--- src/rtl/input_cond_pkg.sv ---
// Shared types and width helpers for the input conditioner.
// The hold FSM encoding lives here so every channel agrees on it.
package input_cond_pkg;

    typedef enum logic [1:0] {
        IDLE   = 2'd0,
        ARMING = 2'd1,
        HELD   = 2'd2
    } hold_state_t;

    function automatic int max_int(input int a, input int b);
        return (a > b) ? a : b;
    endfunction

    // Bits needed to hold any value 0..max_count, never less than one.
    function automatic int cnt_width(input int max_count);
        return (max_count < 1) ? 1 : $clog2(max_count + 1);
    endfunction

    function automatic int debounce_width(input int debounce_cycles);
        return cnt_width(debounce_cycles);
    endfunction

    function automatic int hold_width(input int hold_cycles, input int repeat_cycles);
        return cnt_width(max_int(hold_cycles, repeat_cycles));
    endfunction

endpackage

--- src/rtl/input_cond_channel.sv ---
// One conditioned input: synchroniser, debounce filter, edge pulses and
// long-press / auto-repeat detection, all registered on clk.
module input_cond_channel
    import input_cond_pkg::*;
#(
    parameter int SYNC_STAGES     = 2,
    parameter int DEBOUNCE_CYCLES = 16,
    parameter int HOLD_CYCLES     = 1000,
    parameter int REPEAT_CYCLES   = 0,
    parameter bit RESET_LEVEL     = 1'b0
) (
    input  logic clk,
    input  logic rst,
    input  logic signal,
    output logic stable,
    output logic is_rising,
    output logic is_falling,
    output logic is_held
);

    localparam int DB_W   = debounce_width(DEBOUNCE_CYCLES);
    localparam int HOLD_W = hold_width(HOLD_CYCLES, REPEAT_CYCLES);

    localparam logic [DB_W-1:0]   DB_LAST     = DB_W'(DEBOUNCE_CYCLES - 1);
    localparam logic [HOLD_W-1:0] HOLD_LAST   = HOLD_W'(HOLD_CYCLES - 1);
    localparam logic [HOLD_W-1:0] REPEAT_LAST = HOLD_W'((REPEAT_CYCLES == 0) ? 0 : REPEAT_CYCLES - 1);

    logic [SYNC_STAGES-1:0] sync_q;
    logic                   synced;
    logic [DB_W-1:0]        db_cnt;
    logic [DB_W-1:0]        db_cnt_next;
    logic                   accept;
    logic                   rise_now;
    logic                   fall_now;
    hold_state_t            state;
    logic [HOLD_W-1:0]      hold_cnt;

    always_ff @(posedge clk) begin
        if (rst) begin
            sync_q <= {SYNC_STAGES{RESET_LEVEL}};
        end else begin
            sync_q <= {sync_q[SYNC_STAGES-2:0], signal};
        end
    end

    assign synced = sync_q[SYNC_STAGES-1];

    // A new level is accepted on the DEBOUNCE_CYCLES-th consecutive differing sample.
    always_comb begin
        accept      = 1'b0;
        db_cnt_next = '0;
        if (synced != stable) begin
            if (db_cnt == DB_LAST) begin
                accept = 1'b1;
            end else begin
                db_cnt_next = db_cnt + DB_W'(1);
            end
        end
    end

    assign rise_now = accept & synced;
    assign fall_now = accept & ~synced;

    always_ff @(posedge clk) begin
        if (rst) begin
            stable     <= RESET_LEVEL;
            db_cnt     <= '0;
            is_rising  <= 1'b0;
            is_falling <= 1'b0;
        end else begin
            db_cnt     <= db_cnt_next;
            is_rising  <= rise_now;
            is_falling <= fall_now;
            if (accept) begin
                stable <= synced;
            end
        end
    end

    // Hold FSM reacts to the same-edge accept so a fall always beats a terminal count.
    always_ff @(posedge clk) begin
        if (rst) begin
            state    <= IDLE;
            hold_cnt <= '0;
            is_held  <= 1'b0;
        end else begin
            is_held <= 1'b0;
            if (fall_now) begin
                state    <= IDLE;
                hold_cnt <= '0;
            end else begin
                case (state)
                    IDLE: begin
                        hold_cnt <= '0;
                        if (rise_now) begin
                            state <= ARMING;
                        end
                    end
                    ARMING: begin
                        if (!stable) begin
                            state    <= IDLE;
                            hold_cnt <= '0;
                        end else if (hold_cnt == HOLD_LAST) begin
                            is_held  <= 1'b1;
                            state    <= HELD;
                            hold_cnt <= '0;
                        end else begin
                            hold_cnt <= hold_cnt + HOLD_W'(1);
                        end
                    end
                    HELD: begin
                        if (!stable) begin
                            state    <= IDLE;
                            hold_cnt <= '0;
                        end else if (REPEAT_CYCLES != 0) begin
                            if (hold_cnt == REPEAT_LAST) begin
                                is_held  <= 1'b1;
                                hold_cnt <= '0;
                            end else begin
                                hold_cnt <= hold_cnt + HOLD_W'(1);
                            end
                        end
                    end
                    default: begin
                        state    <= IDLE;
                        hold_cnt <= '0;
                    end
                endcase
            end
        end
    end

endmodule

--- src/rtl/input_conditioner.sv ---
// Multi-channel button / limit-switch conditioner: CHANNELS independent
// copies of input_cond_channel with their outputs packed bit-per-channel.
module input_conditioner #(
    parameter int CHANNELS        = 4,
    parameter int SYNC_STAGES     = 2,
    parameter int DEBOUNCE_CYCLES = 16,
    parameter int HOLD_CYCLES     = 1000,
    parameter int REPEAT_CYCLES   = 0,
    parameter bit RESET_LEVEL     = 1'b0
) (
    input  logic                clk,
    input  logic                rst,
    input  logic [CHANNELS-1:0] signal,
    output logic [CHANNELS-1:0] stable,
    output logic [CHANNELS-1:0] is_rising,
    output logic [CHANNELS-1:0] is_falling,
    output logic [CHANNELS-1:0] is_held
);

    for (genvar i = 0; i < CHANNELS; i++) begin : g_chan
        input_cond_channel #(
            .SYNC_STAGES    (SYNC_STAGES),
            .DEBOUNCE_CYCLES(DEBOUNCE_CYCLES),
            .HOLD_CYCLES    (HOLD_CYCLES),
            .REPEAT_CYCLES  (REPEAT_CYCLES),
            .RESET_LEVEL    (RESET_LEVEL)
        ) u_chan (
            .clk       (clk),
            .rst       (rst),
            .signal    (signal[i]),
            .stable    (stable[i]),
            .is_rising (is_rising[i]),
            .is_falling(is_falling[i]),
            .is_held   (is_held[i])
        );
    end

endmodule

--- config.mk ---
export PLATFORM = sky130hd
export DESIGN_NAME = input_conditioner
export DESIGN_NICKNAME = d
export VERILOG_FILES = /design/src/rtl/input_cond_pkg.sv /design/src/rtl/input_cond_channel.sv /design/src/rtl/input_conditioner.sv
export SDC_FILE = /design/constraint.sdc
export NUM_CORES = 1
export LEC_CHECK = 0
export ABC_AREA = 1
export BUFFER_PORTS_ARGS = -buffer_cell sky130_fd_sc_hd__buf_2
export CORE_ASPECT_RATIO = 1.75
export CORE_MARGIN = 2
export CORE_UTILIZATION = 45
export DETAILED_ROUTE_END_ITERATION = 8
export MAX_ROUTING_LAYER = met4
export PLACE_DENSITY_LB_ADDON = 0.12
export SETUP_SLACK_MARGIN = 0.3
export SLEW_MARGIN = 5
export SYNTH_ARGS = -nofsm -noshare
export SYNTH_HDL_FRONTEND = slang
export SYNTH_HIERARCHICAL = 1
export SYNTH_SLANG_ARGS = --single-unit
export TNS_END_PERCENT = 1
--- constraint.sdc ---
create_clock -name clk -period 2 [get_ports clk]
set_input_delay 0 -clock clk [delete_from_list [all_inputs] [get_ports clk]]
set_output_delay 0 -clock clk [all_outputs]
set_load 0.05 [all_outputs]
Yosys cells after proc, flatten, opt, wreduce, memory -nomap -nowiden
Cells that the tools add are included.
Storage, ports and cells
  flip-flop bits (word level): 92
  input port bits: 6
  output and inout port bits: 16
  logic and storage cells: 164
Operators by class
  equality and inequality tests: 32
  multiplexer cells: 48
  bitwise logic cells: 24
  add/sub/neg operators: 8
  reduce and logical (&&, ||, !) cells: 20
Operators by type and width (number)
  2-to-1 mux 10 bit: 12
  one-hot mux 10 bit (2 select lines): 4
  adder 10 x 1 -> 10 bit, second input constant: 4
  == test 10 bit, second input constant: 4
  2-to-1 mux 2 bit: 16
  one-hot mux 2 bit (3 select lines): 4
  adder 5 x 1 -> 5 bit, second input constant: 4
  == test 5 x 4 -> 1 bit, second input constant: 4
  NOT 1 bit: 16
  OR reduction 4 bit: 4
  2-to-1 mux 1 bit: 12
  != test 3 bit, second input constant: 4
  AND reduction 3 bit: 4
  OR reduction 3 bit: 4
  bitwise AND 1 bit: 8
  == test 2 x 1 -> 1 bit, second input constant: 4
  == test 2 bit, second input constant: 4
  logical NOT 2 bit: 4
  != test 2 x 1 -> 1 bit, second input constant: 4
  != test 2 bit, second input constant: 4
  OR reduction 2 bit: 4
  != test 1 bit: 4

Logic depth before layout (Yosys ltp)
  word-level depth: 6
  depth in mapped cells: 9
  mapped depth without buffers: 9

Hierarchy
The synthesis kept the hierarchy.
By module, submodules not included
  input_cond_channel: instances 4, area an instance 1019.7 um^2, cells an instance 135, seq. area each 460.4 um^2

Worst setup path before layout
OpenSTA, ideal clock, no wires.
  kind: flip-flop to flip-flop
  start: reg g_chan[0].u_chan.stable
  end: reg g_chan[0].u_chan.hold_cnt[2]
  data required time: 1936 ps
  setup slack: 538 ps
  data arrival time: 1398 ps
  period minus slack after synthesis: 1462 ps
  setup time: 64 ps
  path buffers: 0
  cell stages (with the launch flop): 6
  cells stage by stage: dfxtp_1 > nand2_1 > nor2_4 > nor2_2 > or2_1 > nor2_1
On the way
  longest elaborated chain between the ends: 4
  elaborated cells on any way between the ends: 7
  classes of those cells: 2 x eq/ne; 3 x mux; 1 x bitwise; 1 x reduce/logical
RTL lines
  from (decl): RTL line input_cond_channel.sv:15  | output logic stable,
  from (signal assigned): RTL line input_cond_channel.sv:75  | stable <= synced;
  != test 1 bit: RTL line input_cond_channel.sv:52  | if (synced != stable) begin
  2-to-1 mux 1 bit: RTL line input_cond_channel.sv:52
  bitwise AND 1 bit: RTL line input_cond_channel.sv:62  | assign fall_now = accept & ~synced;
  OR reduction 2 bit (no line)
  to (signal assigned): RTL line input_cond_channel.sv:108  | hold_cnt <= hold_cnt + HOLD_W'(1);
  to (signal assigned): RTL line input_cond_channel.sv:120  | hold_cnt <= hold_cnt + HOLD_W'(1);
  to (decl): RTL line input_cond_channel.sv:36  | logic [HOLD_W-1:0] hold_cnt;
Parallel ways exist; a longest one is shown, timed or not.
A chain may end at the register's enable or synchronous reset.

Worst setup path after layout
  start: reg g_chan[2].u_chan.db_cnt[0]
  end: reg g_chan[2].u_chan.hold_cnt[5]
On the way
  longest elaborated chain between the ends: 5
RTL lines
  from (decl): RTL line input_cond_channel.sv:30  | logic [DB_W-1:0] db_cnt;
  from (signal assigned): RTL line input_cond_channel.sv:71  | db_cnt <= db_cnt_next;
  == test 5 x 4 -> 1 bit: RTL line input_cond_channel.sv:53  | if (db_cnt == DB_LAST) begin
  2-to-1 mux 1 bit: RTL line input_cond_channel.sv:53
  2-to-1 mux 1 bit: RTL line input_cond_channel.sv:52
  bitwise AND 1 bit: RTL line input_cond_channel.sv:62
  OR reduction 2 bit (no line)
  to (signal assigned): RTL line input_cond_channel.sv:108
  to (signal assigned): RTL line input_cond_channel.sv:120
  to (decl): RTL line input_cond_channel.sv:36
No other way between the ends.

==> impl_metrics.json <==
{
  "worstHoldStart": "rst",
  "drc": 0,
  "critPathRequiredTime_ns": 2.23,
  "cp-startpoint": "g_chan[2].u_chan/db_cnt[0]$_SDFF_PP0_",
  "holdPathEnd": "g_chan[3].u_chan/is_rising$_SDFF_PP0_",
  "finalPower_mw": 3.48,
  "crit_buf_inv": 1,
  "routed_wl_mm": 7.38,
  "synth_nets": 558,
  "cts.clk_slew.worst_paths_ns": 0.06,
  "critPathKind": "flop to flop",
  "finClkSkew_ns": 0.00633,
  "antenna_found_initial": 0,
  "grt_use_met1": 0.161,
  "timing.rr.end": "g_chan[2].u_chan/hold_cnt[5]$_SDFFE_PP0P_",
  "start_kind": "flop",
  "period_needed_ns": 1.58,
  "cp.arrival_ns": 1.82,
  "io_pins": 22,
  "netlist_area_sq_um": 4080,
  "tns_ns": 0,
  "cts_tree": "done",
  "ys_warn_count": 6,
  "cts.sinks": 92,
  "core_area_sq_um": 8920,
  "syn_to_final_growth_pct": 15.9,
  "drt_iter0_drc": 128,
  "p_per_area_nw_per_um2": 736,
  "grt.overflow.total": 0,
  "die_height_microns": 130,
  "end_kind": "flop",
  "p_leak_nw": 1.93,
  "final.period_utilization": 0.792,
  "antennaDiodeCount": 0,
  "crit_path_max_fanout": 7,
  "place_hpwl_mm": 5.54,
  "finalNetCount": 600,
  "gp_congestion": 0.812,
  "reg2reg_setup_slack_ns": 0.42,
  "grt_pass1_wl_mm": 12.9,
  "slew_violations": 0,
  "crit_chain": "ha_2, nand2_1, nor2_1, ha_2, nand3_1, nand2_2, inv_1, nand2_4, nor2_1",
  "cts_root_buffer": "clkbuf_16",
  "die_w_microns": 76.0,
  "htreeDepth": 3,
  "pre_cts_slack_ns": 0.323,
  "grt_usage": 0.168,
  "portBuffers": 21,
  "layout_commonest_cell": "nor2_1",
  "hold_path.class": "primary input to flop",
  "rsz0062_at_grt": "yes",
  "ant_nets": 0,
  "tightestPinTransition_ns": 0.474,
  "cp_slowest_cell": "dfxtp_2",
  "slew_headroom": 0.684,
  "start_util": 0.457,
  "grt_max_degree": 25,
  "synth_area_per_cell_sq_um": 7.55,
  "setup_viol": 0,
  "numCtsBuffers": 9,
  "wl_per_cell_microns": 10.4,
  "die_area_sq_um": 9870,
  "multi_input_area_sq_um": 2010,
  "fin_hold_ws_ns": 0.100,
  "worstRegToRegCells": 9,
  "status": "finished clean",
  "grt_use_met3": 0.0484,
  "grt_busiest_layer": "met2",
  "vdd_drop_max_uv": 540,
  "crit_family": "simple AND/OR/NAND/NOR gates",
  "drv_cap": 0,
  "ys_ff_latch": 92,
  "grt_pass1_vias": 3150,
  "fmax_mhz": 631,
  "clock_path_buffers": 2,
  "syn_inst": 540,
  "drtPass1Iterations": 4,
  "met2_usage": 0.305,
  "num_rows": 46,
  "synthDistinctLibCells": 24,
  "finalWorstSetupSlack_ns": 0.416,
  "final_hold_viol_count": 0,
  "viasPerCell": 4.70,
  "final_cell_mix": "106 x nor2_1, 104 x nand2_1, 91 x dfxtp_1, 64 x inv_1, 40 x nand3_1",
  "r2r-start": "g_chan[2].u_chan/db_cnt[0]$_SDFF_PP0_",
  "drive_gt1_frac": 0.152,
  "hold_depth": 2,
  "cp_slowest_stage_delay_ns": 0.34,
  "vias": 3325,
  "ys_seq_area_frac": 0.452,
  "clk_latency_ns": 0.34,
  "seq_area_sq_um": 1840,
  "fillers": 882
}
-- worst reg2reg max path, stage by stage, from the launching register on --
cell and delay, ns:
dfxtp_2 0.34, ha_2 0.18, nand2_1 0.06, nor2_1 0.12, ha_2 0.23, nand3_1 0.12
nand2_2 0.13, inv_1 0.11, nand2_4 0.12, nor2_1 0.05
-- layout make-up --
type | instances | area share
timing repair buffer | 31 | 0.0402
tap | 120 | 0.0318
clock inverter | 4 | 0.00503
inverter | 68 | 0.0540
clock buffer | 12 | 0.0543
sequential | 92 | 0.390
multi-input combinational | 380 | 0.425
-- per-layer routing --
layer,vias up,share of wire
li1,1783,-
met2,25,0.55
met3,11,0.023
met5,-,0
met4,0,0.018
met1,1506,0.41
-- flip-flops by register name, summed over array words and instances (netlist names) --
register                  flops
g_chan.u_chan/hold_cnt       40
g_chan.u_chan/db_cnt         20
g_chan.u_chan/is_held         4
g_chan.u_chan/stable          4
g_chan.u_chan/is_falling      4
g_chan.u_chan/sync_q          8
g_chan.u_chan/state           8
g_chan.u_chan/is_rising       4
-- repair_timing --
item,in CTS,in global routing
hold buffers,4,0
endpoints found under the hold margin,4,0
buffers inserted,0,6
resized for setup,0,11
endpoints found under the setup margin,0,42
-- through the flow --
stage	std cells	util	cell area [sq um]
after floorplan	540	-	4080
final	707	0.530	4730
after detailed placement	681	0.486	4330
after global routing	707	0.530	4730
after CTS	701	0.522	4650
after global placement	681	0.486	4330
-- Yosys cell counts --
library cell  count  share of area
nor3b_1           4         0.0074
a31oi_1           4         0.0061
o21ai_0           8         0.0098
or2_1             4         0.0061
nor3_2            8          0.020
mux2i_1           4         0.0098
inv_1            64          0.059
nand2_1         108          0.099
nor2_1          108          0.099
nand3b_1          4         0.0074
nand2_4           4          0.011
xnor2_1           4         0.0086
dfxtp_1          92           0.45
inv_2             4         0.0037
nand2_2           8          0.012
nand3_2           4         0.0098
o31ai_1           4         0.0074
a21oi_1          20          0.025
nor3_1            8         0.0098
nand3_1          40          0.049
nor2_4            4          0.011
ha_1             12          0.037
nor2_2            4         0.0061
xor2_1           16          0.034
-- logic make-up after synthesis --
group / synth area share
simple gates: 0.348
fa+ha+maj: 0.0368
compound gates: 0.0479
xor+xnor: 0.0429
buf+inv: 0.0626
mux: 0.00982
flops: 0.452
-- worst max-delay path by stage --
stage	endpoint	slack (ns)	cells past startpoint
floorplan	g_chan[0].u_chan/hold_cnt[2]$_SDFFE_PP0P_	0.54	5
global placement	g_chan[2].u_chan/hold_cnt[9]$_SDFFE_PP0P_	0.37	9
detailed placement	g_chan[0].u_chan/hold_cnt[9]$_SDFFE_PP0P_	0.32	9
CTS	g_chan[0].u_chan/hold_cnt[5]$_SDFFE_PP0P_	0.32	9
global route	g_chan[2].u_chan/hold_cnt[4]$_SDFFE_PP0P_	0.25	9
finish	g_chan[2].u_chan/hold_cnt[5]$_SDFFE_PP0P_	0.42	9
-- power by group --
group | switching [mW] | total [mW] | internal, mW
logic | 0.0355 | 0.0582 | 0.0227
registers | 0.00622 | 1.85 | 1.84
clock network | 0.668 | 1.57 | 0.905
total | 0.710 | 3.48 | 2.77
No activity file was read; power rests on OpenSTA's default activity.
